<file path="src/rtl/fp32_pkg.sv">
// Shared IEEE-754 single-precision constants and the divider FSM state type.
package fp32_pkg;

    localparam int SIGN_W = 1;
    localparam int EXP_W  = 8;
    localparam int MANT_W = 23;
    localparam int BIAS   = 127;

    localparam logic [31:0] NAN_CANON = 32'hFFC0_0000;
    localparam logic [31:0] POS_INF   = 32'h7F80_0000;

    // Quotient exponent offset: bias minus one, because the mantissa quotient
    // lands in [0.5, 2) and is normalised by bumping the exponent when >= 1.
    localparam logic signed [9:0] EXP_OFFSET = 10'(BIAS - 1);

    typedef enum logic [1:0] {
        IDLE   = 2'd0,
        DIVIDE = 2'd1,
        NORM   = 2'd2,
        DONE   = 2'd3
    } state_t;

endpackage

</file>
<file path="src/rtl/mant_div24.sv">
// 25-iteration restoring divider for 24-bit normalised mantissas.
// load captures the operands; finish is high during the last iteration cycle,
// after which quotient holds floor(dividend * 2^24 / divisor).
module mant_div24
    import fp32_pkg::*;
(
    input  logic        clk,
    input  logic        rst,
    input  logic        load,
    input  logic [23:0] dividend,
    input  logic [23:0] divisor,
    output logic        finish,
    output logic [24:0] quotient
);

    logic [24:0] rem;
    logic [23:0] dvs;
    logic [4:0]  cnt;
    logic        active;

    logic        rem_ge;
    logic [24:0] rem_sub;
    logic [24:0] rem_next;

    // One restoring step: subtract when the remainder covers the divisor, then shift.
    always_comb begin
        rem_ge   = (rem >= {1'b0, dvs});
        rem_sub  = rem_ge ? (rem - {1'b0, dvs}) : rem;
        rem_next = {rem_sub[23:0], 1'b0};
    end

    assign finish = active && (cnt == 5'd24);

    // Iteration state: operands, partial remainder, quotient bits and counter.
    always_ff @(posedge clk) begin
        // NOTE: sequential state uses non-blocking assignments so every register
        // samples the pre-edge values, independent of statement order.
        if (rst) begin
            rem      <= '0;
            dvs      <= '0;
            cnt      <= '0;
            active   <= 1'b0;
            quotient <= '0;
        end else if (load) begin
            rem      <= {1'b0, dividend};
            dvs      <= divisor;
            cnt      <= '0;
            active   <= 1'b1;
            quotient <= '0;
        end else if (active) begin
            rem      <= rem_next;
            quotient <= {quotient[23:0], rem_ge};
            cnt      <= cnt + 5'd1;
            if (cnt == 5'd24)
                active <= 1'b0;
        end
    end

endmodule

</file>
<file path="src/rtl/fpdiv32_seq.sv">
// Sequential IEEE-754 single-precision divider: special-case classification,
// a 25-cycle mantissa divide, normalisation with truncation, flush-to-zero.
module fpdiv32_seq
    import fp32_pkg::*;
(
    input  logic        clk,
    input  logic        rst,
    input  logic        start,
    input  logic [31:0] input_a,
    input  logic [31:0] input_b,
    output logic [31:0] div_output,
    output logic        busy,
    output logic        done
);

    state_t state, state_next;

    logic [EXP_W-1:0]  a_exp, b_exp;
    logic [MANT_W-1:0] a_mant, b_mant;
    logic              a_nan, b_nan, a_inf, b_inf, a_zero, b_zero;
    logic              sign_in;
    logic              is_special;
    logic [31:0]       special_result;
    logic signed [9:0] exp_start;

    logic              sign_q;
    logic signed [9:0] exp_q;

    logic              div_load;
    logic              div_finish;
    logic [24:0]       div_q;

    logic signed [9:0]  exp_norm;
    logic [MANT_W-1:0]  mant_norm;
    logic [31:0]        norm_result;

    logic               out_load;
    logic [31:0]        out_value;

    assign a_exp  = input_a[MANT_W +: EXP_W];
    assign b_exp  = input_b[MANT_W +: EXP_W];
    assign a_mant = input_a[MANT_W-1:0];
    assign b_mant = input_b[MANT_W-1:0];

    // Denormals have exponent zero and are deliberately treated as zero.
    assign a_nan   = (a_exp == '1) && (a_mant != '0);
    assign b_nan   = (b_exp == '1) && (b_mant != '0);
    assign a_inf   = (a_exp == '1) && (a_mant == '0);
    assign b_inf   = (b_exp == '1) && (b_mant == '0);
    assign a_zero  = (a_exp == '0);
    assign b_zero  = (b_exp == '0);
    assign sign_in = input_a[31] ^ input_b[31];

    assign exp_start = $signed({2'b00, a_exp}) - $signed({2'b00, b_exp}) + EXP_OFFSET;

    // Special-case classification of the live inputs, first match wins.
    always_comb begin
        // NOTE: every always_comb output gets a default first so no path leaves
        // it unassigned, which would otherwise infer a latch.
        is_special     = 1'b1;
        special_result = NAN_CANON;
        if (a_nan || b_nan)
            special_result = NAN_CANON;
        else if ((a_inf && b_inf) || (a_zero && b_zero))
            special_result = NAN_CANON;
        else if (a_inf)
            special_result = {sign_in, POS_INF[30:0]};
        else if (b_inf)
            special_result = {sign_in, 31'b0};
        else if (b_zero)
            special_result = {sign_in, POS_INF[30:0]};
        else if (a_zero)
            special_result = {sign_in, 31'b0};
        else
            is_special = 1'b0;
    end

    mant_div24 u_mant_div24 (
        .clk      (clk),
        .rst      (rst),
        .load     (div_load),
        .dividend ({1'b1, a_mant}),
        .divisor  ({1'b1, b_mant}),
        .finish   (div_finish),
        .quotient (div_q)
    );

    // Normalise the quotient, truncate, and clamp to Inf / flush to zero.
    always_comb begin
        exp_norm  = div_q[24] ? (exp_q + 10'sd1) : exp_q;
        mant_norm = div_q[24] ? div_q[23:1] : div_q[22:0];
        if (exp_norm >= 10'sd255)
            norm_result = {sign_q, POS_INF[30:0]};
        else if (exp_norm <= 10'sd0)
            norm_result = {sign_q, 31'b0};
        else
            norm_result = {sign_q, exp_norm[EXP_W-1:0], mant_norm};
    end

    // State register.
    always_ff @(posedge clk) begin
        if (rst)
            state <= IDLE;
        else
            state <= state_next;
    end

    // Next-state logic plus divider load and result load strobes.
    always_comb begin
        state_next = state;
        div_load   = 1'b0;
        out_load   = 1'b0;
        out_value  = norm_result;
        unique case (state)
            IDLE: begin
                if (start) begin
                    if (is_special) begin
                        state_next = DONE;
                        out_load   = 1'b1;
                        out_value  = special_result;
                    end else begin
                        state_next = DIVIDE;
                        div_load   = 1'b1;
                    end
                end
            end
            DIVIDE: begin
                if (div_finish)
                    state_next = NORM;
            end
            NORM: begin
                state_next = DONE;
                out_load   = 1'b1;
                out_value  = norm_result;
            end
            DONE: begin
                state_next = IDLE;
            end
            default: state_next = IDLE;
        endcase
    end

    // Operand-derived sign/exponent capture and the registered result.
    always_ff @(posedge clk) begin
        // NOTE: reset clears every datapath register, so an aborted divide
        // leaves no stale exponent, sign or result behind.
        if (rst) begin
            sign_q     <= 1'b0;
            exp_q      <= '0;
            div_output <= '0;
        end else begin
            if (state == IDLE && start) begin
                sign_q <= sign_in;
                exp_q  <= exp_start;
            end
            if (out_load)
                div_output <= out_value;
        end
    end

    assign busy = (state != IDLE);
    assign done = (state == DONE);

endmodule

</file>
<file path="config.mk">
export PLATFORM = sky130hd
export DESIGN_NAME = fpdiv32_seq
export DESIGN_NICKNAME = d
export VERILOG_FILES = /design/src/rtl/fp32_pkg.sv /design/src/rtl/mant_div24.sv /design/src/rtl/fpdiv32_seq.sv
export SDC_FILE = /design/constraint.sdc
export NUM_CORES = 1
export LEC_CHECK = 0
export ABC_CLOCK_PERIOD_IN_PS = 2660
export BUFFER_PORTS_ARGS = -buffer_cell sky130_fd_sc_hd__buf_2
export CAP_MARGIN = 25
export CORE_ASPECT_RATIO = 0.75
export CORE_MARGIN = 2
export CORE_UTILIZATION = 53
export CTS_CLUSTER_SIZE = 25
export DETAILED_ROUTE_END_ITERATION = 6
export PLACE_DENSITY = 0.77
export SYNTH_ARGS = -nofsm -noshare
export SYNTH_HDL_FRONTEND = slang
export SYNTH_SLANG_ARGS = --single-unit
</file>
<file path="constraint.sdc">
create_clock -name clk -period 2.66 [get_ports clk]
set_clock_uncertainty 0.1 [all_clocks]
set_input_delay 0.399 -clock clk [delete_from_list [all_inputs] [get_ports clk]]
set_output_delay 0.399 -clock clk [all_outputs]
set_load 0.05 [all_outputs]
</file>
==> summary.txt, run 1 <==
Floorplanning
  – Core ar.: 13,800 sq um
  – DIE AREA: 15,100 sq um
  – Number of cell rows: 37
  – Boundary Pins: 101
  – Die H: 107 microns
  – Initial Util: 0.544
  – Die Wd: 141 microns

Power and ir drop
  – Pwr dens: 1290 nW/um^2
  – Peak supply drop: 0.813 mV
  – Pleak: 4.24 nW

Layout
  – P&R area growth vs syn: 35.2%
  – Final cell count without fillers: 1,316
  – Final instance area: 10,100 sq um
  – Final net count: 1,237
  – Ant. Diodes: 0
  – Share of layout cells above drive strength 1: 0.321

Synthesis
  – Yosys warning count: 0
  – Post-synthesis cell area: 7510 sq um
  – Most frequent cell after synthesis: dfxtp_1
  – Async set-or-reset flop fraction in the synthesized netlist: 0
  – Synthesized instance count: 936
  – EDFF count, synth: 0
  – Post-Synth Simple-Gate Area: 0.202
  – Mux cell area share after synthesis: 0.0717
  – Post-synthesis sequential area ratio: 0.333
  – Top post-synthesis cells by count: dfxtp_1 (125), nand2_1 (111), nor2_1 (82)
  – Synth Flop Type: dfxtp_1
  – Top post-synthesis cells by area: dfxtp_1 (33%), ha_1 (6.7%), mux2i_1 (6.7%), nand2_1 (5.6%), a21oi_1 (4.8%)
  – Yosys top cell area share: 0.333
  – Post-synthesis compound-gate area fraction: 0.223
  – Adder-cell share of the synthesized area: 0.0720
  – Cell taking the most area after synthesis: dfxtp_1
  – Synthesized flop and latch total: 125
  – Largest family of logic cells by synthesized area: compound AO/OA/AOI/OAI gates
  – Yosys cell types: 65
  – Synth Net Count: 1,045
  – Syn avg cell area: 8.02 sq um
  – Post-Synth XOR/XNOR Area: 0.0420

Min path
  – Hold Path Class: input pin to flip-flop

Placed design
  – Placed cell count: 1,260
  – Post-Place Cell Area: 8830 sq um
  – Port-buffer cells: 100
  – Placed wire-length estimate: 15,200 microns
  – RD Place Congestion: 1.00
  – Pre-CTS setup slack: -135 ps

Clock network
  – Clock-pin slew on the worst setup and hold paths: 60 ps
  – Clk sinks: 125
  – TritonCTS Buffers: 17
  – H-tree depth: 4
  – Skew-Pair Late Insertion Delay: 420 ps
  – Clock tree root driver cell: clkbuf_16
  – Max clock buf depth: 2
  – CTS tree: yes

Drt
  – Post-route DRC: 0
  – Routed len/inst: 17.4 microns
  – Post-route ant nets: 0
  – Iter 0 DRT Violations: 799
  – Routed vias/inst: 5.96
  – Vias: 7,849
  – Wire length reported by the detailed router: 22,800 microns
  – DRT Pass-1 Iters: 5

Timing
  – Min Tclk post-route: 2830 ps
  – Max-slew violations: 0
  – Final hold vios: 0
  – RSZ-0062 raised after global routing: yes
  – Rel. slew slack: 0.498
  – Fin crit share: 1.06
  – Slew of the pin with the lowest slew margin: 753 ps
  – Final Setup Violations: 27
  – Final WS setup: -167 ps
  – WHS: 126 ps
  – FMAX: 0.354 GHz

Setup path
  – Crit path capture type: flip-flop
  – CP Class: flip-flop to flip-flop
  – Worst EP arrival: 3050 ps
  – Crit-path max FO: 7
  – Worst endpoint required time: 2880 ps
  – Worst setup SP type: flip-flop

GRT
  – Global-route wire length before repair: 35,500 microns
  – Largest net degree at the start of global routing: 52
  – GRT Resource Usage Total: 0.294
  – Grt ovf: 0
  – Vias in the first global route: 7,255
  – Initial antenna violation count: 0

Flow run
  – Maxcap violations: 0

Status
  – Failing checks: setup timing
  – Run status: finished with violations
sequential cells by signal (all words and copies together), names as in the netlist:
| name | count |
|---|---|
| u_mant_div24.quotient | 25 |
| u_mant_div24.rem | 25 |
| sign_q | 1 |
| u_mant_div24.active | 1 |
| u_mant_div24.dvs | 24 |
| state | 2 |
| div_output | 32 |
| exp_q | 10 |
| u_mant_div24.cnt | 5 |
power by group:
group / leakage [nW] / total [W] / internal (W) / switching [W]
Sequential: 1.02 / 0.00247 / 0.00219 / 0.000272
Combinational: 2.93 / 0.00819 / 0.00379 / 0.00440
Clock: 0.290 / 0.00242 / 0.00149 / 0.000925
path summary, 6_finish.rpt:
path / from / slack (ps) / depth (start not counted) / to
worst max-delay path: exp_q[0] / -170 / 10 / div_output[8]
worst min register to register: div_output[29] / 350 / 2 / div_output[29]
worst max register to register: exp_q[0] / -170 / 10 / div_output[8]
worst min-delay path: input_b[9] / 130 / 3 / u_mant_div24.dvs[9]
kinds of logic after synthesis:
family | Yosys count
buffers and inverters | 105
AO/OA/AOI/OAI | 249
multiplexers | 53
XOR/XNOR | 36
AND/OR/NAND/NOR | 326
adder cells (fa/ha/maj) | 42
flip-flops | 125
layout by cell type (no fill, tap or decap), types with 18 or more instances in the layout:
master	n
dfxtp_1	112
buf_4	111
nand2_1	109
buf_2	100
nor2_1	81
a21oi_1	63
inv_1	52
mux2i_1	50
o21ai_0	28
nand3_1	26
ha_1	26
o21ai_2	25
xnor2_1	22
o211ai_1	18
clkbuf_16	18
per-layer routing:
metal  up-vias  global-route usage  part of all wire
li1       3757                   -                 -
met1      3704               0.416              0.46
met2       348               0.453              0.44
met3        40              0.0657             0.080
met4         0              0.0779             0.018
met5         -                   0                 0
stage by stage:
| step | total power (W) | util | TNS (ps) |
|---|---|---|---|
| final | 0.0131 | 0.736 | -3780 |
| after CTS | 0.0117 | 0.697 | -52.7 |
| after floorplan | 0.00661 | - | 0 |
| after global routing | 0.0138 | 0.736 | -5790 |
| after global placement | 0.00888 | 0.640 | -238 |
| after detailed placement | 0.00892 | 0.640 | -1290 |
what timing repair did:
| item | CTS | global route |
|---|---|---|
| endpoints found under the setup margin | 40 | 52 |
| pin swaps | 7 | 51 |
| hold buffers | 0 | 0 |
| buffers inserted | 12 | 11 |
| gates cloned | 0 | 1 |
| gates resized for setup | 16 | 90 |
area by class of cell:
cell class                      instances  area [sq um]
Clock buffer                           18           429
Clock inverter                         14           181
Fill cell                            1003          3650
Inverter                               55           206
Multi-Input combinational cell        706          5070
Sequential cell                       125          2520
Tap cell                              175           219
Timing Repair Buffer                  223          1530
critical path, cell delays in order (launching register included):
cell and delay (ps):
dfxtp_2 320, ha_2 160, and2_4 190, xnor2_4 160, inv_2 60, or4_4 510
or4_4 410, o31a_1 400, nand3_4 180, clkbuf_16 180, o21ai_2 60
No activity file was read; power rests on OpenSTA's default activity.
==> run 2, diff against run 1 <==
- TNS_END_PERCENT: unset -> 1
==> run 2 against run 1 <==
Effect of this change: the run still ends with setup timing left; non-clock buffer count fell by 22; total power is 8.0% lower; via count decreased by 3.3%; critical endpoint is now div_output[15]; largest power group unchanged.
==> summary.txt, run 2 (synthesis gave the netlist of run 1 again) <==
Status
  – Run status: finished with violations
  – Failing checks: setup timing

Clock network
  – Hold Buf Count CTS: 0
  – Skew-Pair Late Insertion Delay: 420 ps
  – Max clock buf depth: 2
  – Clk sinks: 125
  – H-tree depth: 4
  – Clock-pin slew on the worst setup and hold paths: 60 ps
  – Clock tree root driver cell: clkbuf_16
  – TritonCTS Buffers: 17
  – CTS tree: yes

Setup path
  – Worst-path cell chain: ha_2, mux2_4, or4_1, or4_1, o31a_1, nand3_4, buf_12, o21ai_2
  – Largest stage delay, worst path: 450 ps
  – Worst EP arrival: 2900 ps
  – Most frequent CP cell: or4_1
  – Crit path to: div_output[15]
  – CP max-delay cell: or4_1
  – R2r worst-path depth: 8
  – Worst endpoint required time: 2870 ps
  – Crit-path max FO: 14
  – Crit path capture type: flip-flop
  – CP Class: flip-flop to flip-flop
  – Worst setup SP type: flip-flop
  – Setup crit start: exp_q[1]
  – Worst r2r src: exp_q[1]
  – R2R Setup Slk: -30 ps
  – RR Endpoint: div_output[15]

Timing
  – Final hold vios: 0
  – Slew of the pin with the lowest slew margin: 757 ps
  – Fin crit share: 1.01
  – Rel. slew slack: 0.496
  – Final WS setup: -27.9 ps
  – Min Tclk post-route: 2690 ps
  – Final Setup Violations: 19
  – RSZ-0062 raised after global routing: yes
  – Max-slew violations: 0
  – FMAX: 0.372 GHz

GRT
  – Vias in the first global route: 7,154
  – Initial antenna violation count: 0
  – Largest net degree at the start of global routing: 52
  – Global-route wire length before repair: 35,000 microns
  – Grt ovf: 0
  – GRT Resource Usage Total: 0.289

Layout
  – Highest-count cells in the layout ignoring fill and taps: dfxtp_1 (118), nand2_1 (111), buf_2 (100), buf_4 (95), nor2_1 (81)
  – Max FFs per register: 32
  – Share of layout cells above drive strength 1: 0.268
  – Ant. Diodes: 0
  – Area occupied by multi-input gates: 4770 sq um
  – Final instance area: 9640 sq um
  – # fillers: 1,107
  – Largest registers: div_output x32, u_mant_div24.quotient x25, u_mant_div24.rem x25
  – P&R area growth vs syn: 28.4%
  – Commonest non-fill, non-tap cell in the layout: dfxtp_1
  – Sequential Area: 2510 sq um
  – Most flop-heavy register: div_output
  – Final net count: 1,215

Drt
  – Routed len/inst: 16.5 microns
  – Routed vias/inst: 5.86
  – Vias: 7,587
  – Wire length reported by the detailed router: 21,400 microns
  – Iter 0 DRT Violations: 690
  – Post-route DRC: 0
  – Wire length on met3: 1560 microns
  – Post-route ant nets: 0
  – DR WL met2: 9210 microns
  – DRT Pass-1 Iters: 5
  – Routed length on met1: 10,300 microns
  – Max layer used: met4

Min path
  – Hold Path Class: input pin to flip-flop

Power and ir drop
  – Peak supply drop: 0.810 mV
  – Clock Power Share: 0.201
  – Reg power frac: 0.201
  – Switching power: 0.00514 W
  – Switching share of power: 0.428
  – P_int: 0.00688 W
  – Pleak: 4.06 nW
  – Pwr dens: 1250 nW/um^2
  – Comb power frac: 0.597

Floorplanning
  – Die Wd: 141 microns
  – Initial Util: 0.544
  – Boundary Pins: 101
  – Number of cell rows: 37
  – DIE AREA: 15,100 sq um
  – Core ar.: 13,800 sq um
  – Die H: 107 microns

Placed design
  – Post-Place Cell Area: 8830 sq um
  – Port-buffer cells: 100
  – RD Place Congestion: 1.00
  – Pre-CTS setup slack: -135 ps
  – Placed wire-length estimate: 15,200 microns

Flow run
  – Maxcap violations: 0
## run 2: cell types whose count changed in the layout (fill, tap and decap cells not counted), moves of 5 or more
cell | previous run | this run
a21oi_1 | 63 | 70
a21oi_2 | 8 | 3
dfxtp_2 | 13 | 7
dfxtp_1 | 112 | 118
ha_1 | 26 | 36
ha_4 | 12 | 3
buf_4 | 111 | 95
buf_6 | 6 | 1
## run 2: worst min path at each step
stage,start,end,slack (ps),cells after the start
6_report,input_b[8],u_mant_div24.dvs[8],120,3
5_1_grt,input_b[18],u_mant_div24.dvs[18],120,3
4_1_cts,input_b[18],u_mant_div24.dvs[18],110,3
3_5_place_dp,div_output[10],div_output[10],340,2
3_3_place_gp,div_output[18],div_output[18],330,2
2_1_floorplan,u_mant_div24.dvs[10],u_mant_div24.dvs[10],340,2
## run 2: layout make-up
cell class,count,share of cell area
repair buffers,201,0.137
clock inverters,14,0.0188
well taps,175,0.0227
multi-input cells,706,0.495
clock buffers,18,0.0445
inverters,55,0.0214
flip-flops and latches,125,0.260
## run 2: critical path, delay by kind of cell (launching register included)
kind	cells	cell delay (ps)
AO/OA/AOI/OAI	2	400
adder cells (fa/ha/maj)	1	270
buffers and inverters	1	170
flip-flops	1	350
multiplexers	1	270
AND/OR/NAND/NOR	3	1010
## run 2: what timing repair did
action                     CTS  global route
pin swaps                    5            21
resized for setup           11            30
setup endpoints to repair   40            52
buffers inserted             1             1
## run 2: per-layer routing
metal	track usage	vias up
li1	-	3710
met1	0.410	3577
met2	0.442	269
met3	0.0648	31
met4	0.0779	0
met5	0	-
## run 2: through the flow
stage | utilization | TNS [ps] | instances | hold WS, ps | power (W)
floorplan | - | 0 | 936 | 336 | 0.00661
global placement | 0.640 | -238 | 1260 | 332 | 0.00888
detailed placement | 0.640 | -1290 | 1260 | 338 | 0.00892
CTS | 0.690 | -131 | 1293 | 111 | 0.0116
global route | 0.699 | -4560 | 1294 | 117 | 0.0128
finish | 0.699 | -331 | 1294 | 122 | 0.0120
## run 2: power by group through the flow
stage               Sequential [W]  Clock, W  Combinational (W)
floorplan                  0.00250         0            0.00411
global route               0.00246   0.00254            0.00777
detailed placement         0.00244         0            0.00649
global placement           0.00243         0            0.00645
CTS                        0.00241   0.00244            0.00673
finish                     0.00242   0.00242            0.00718
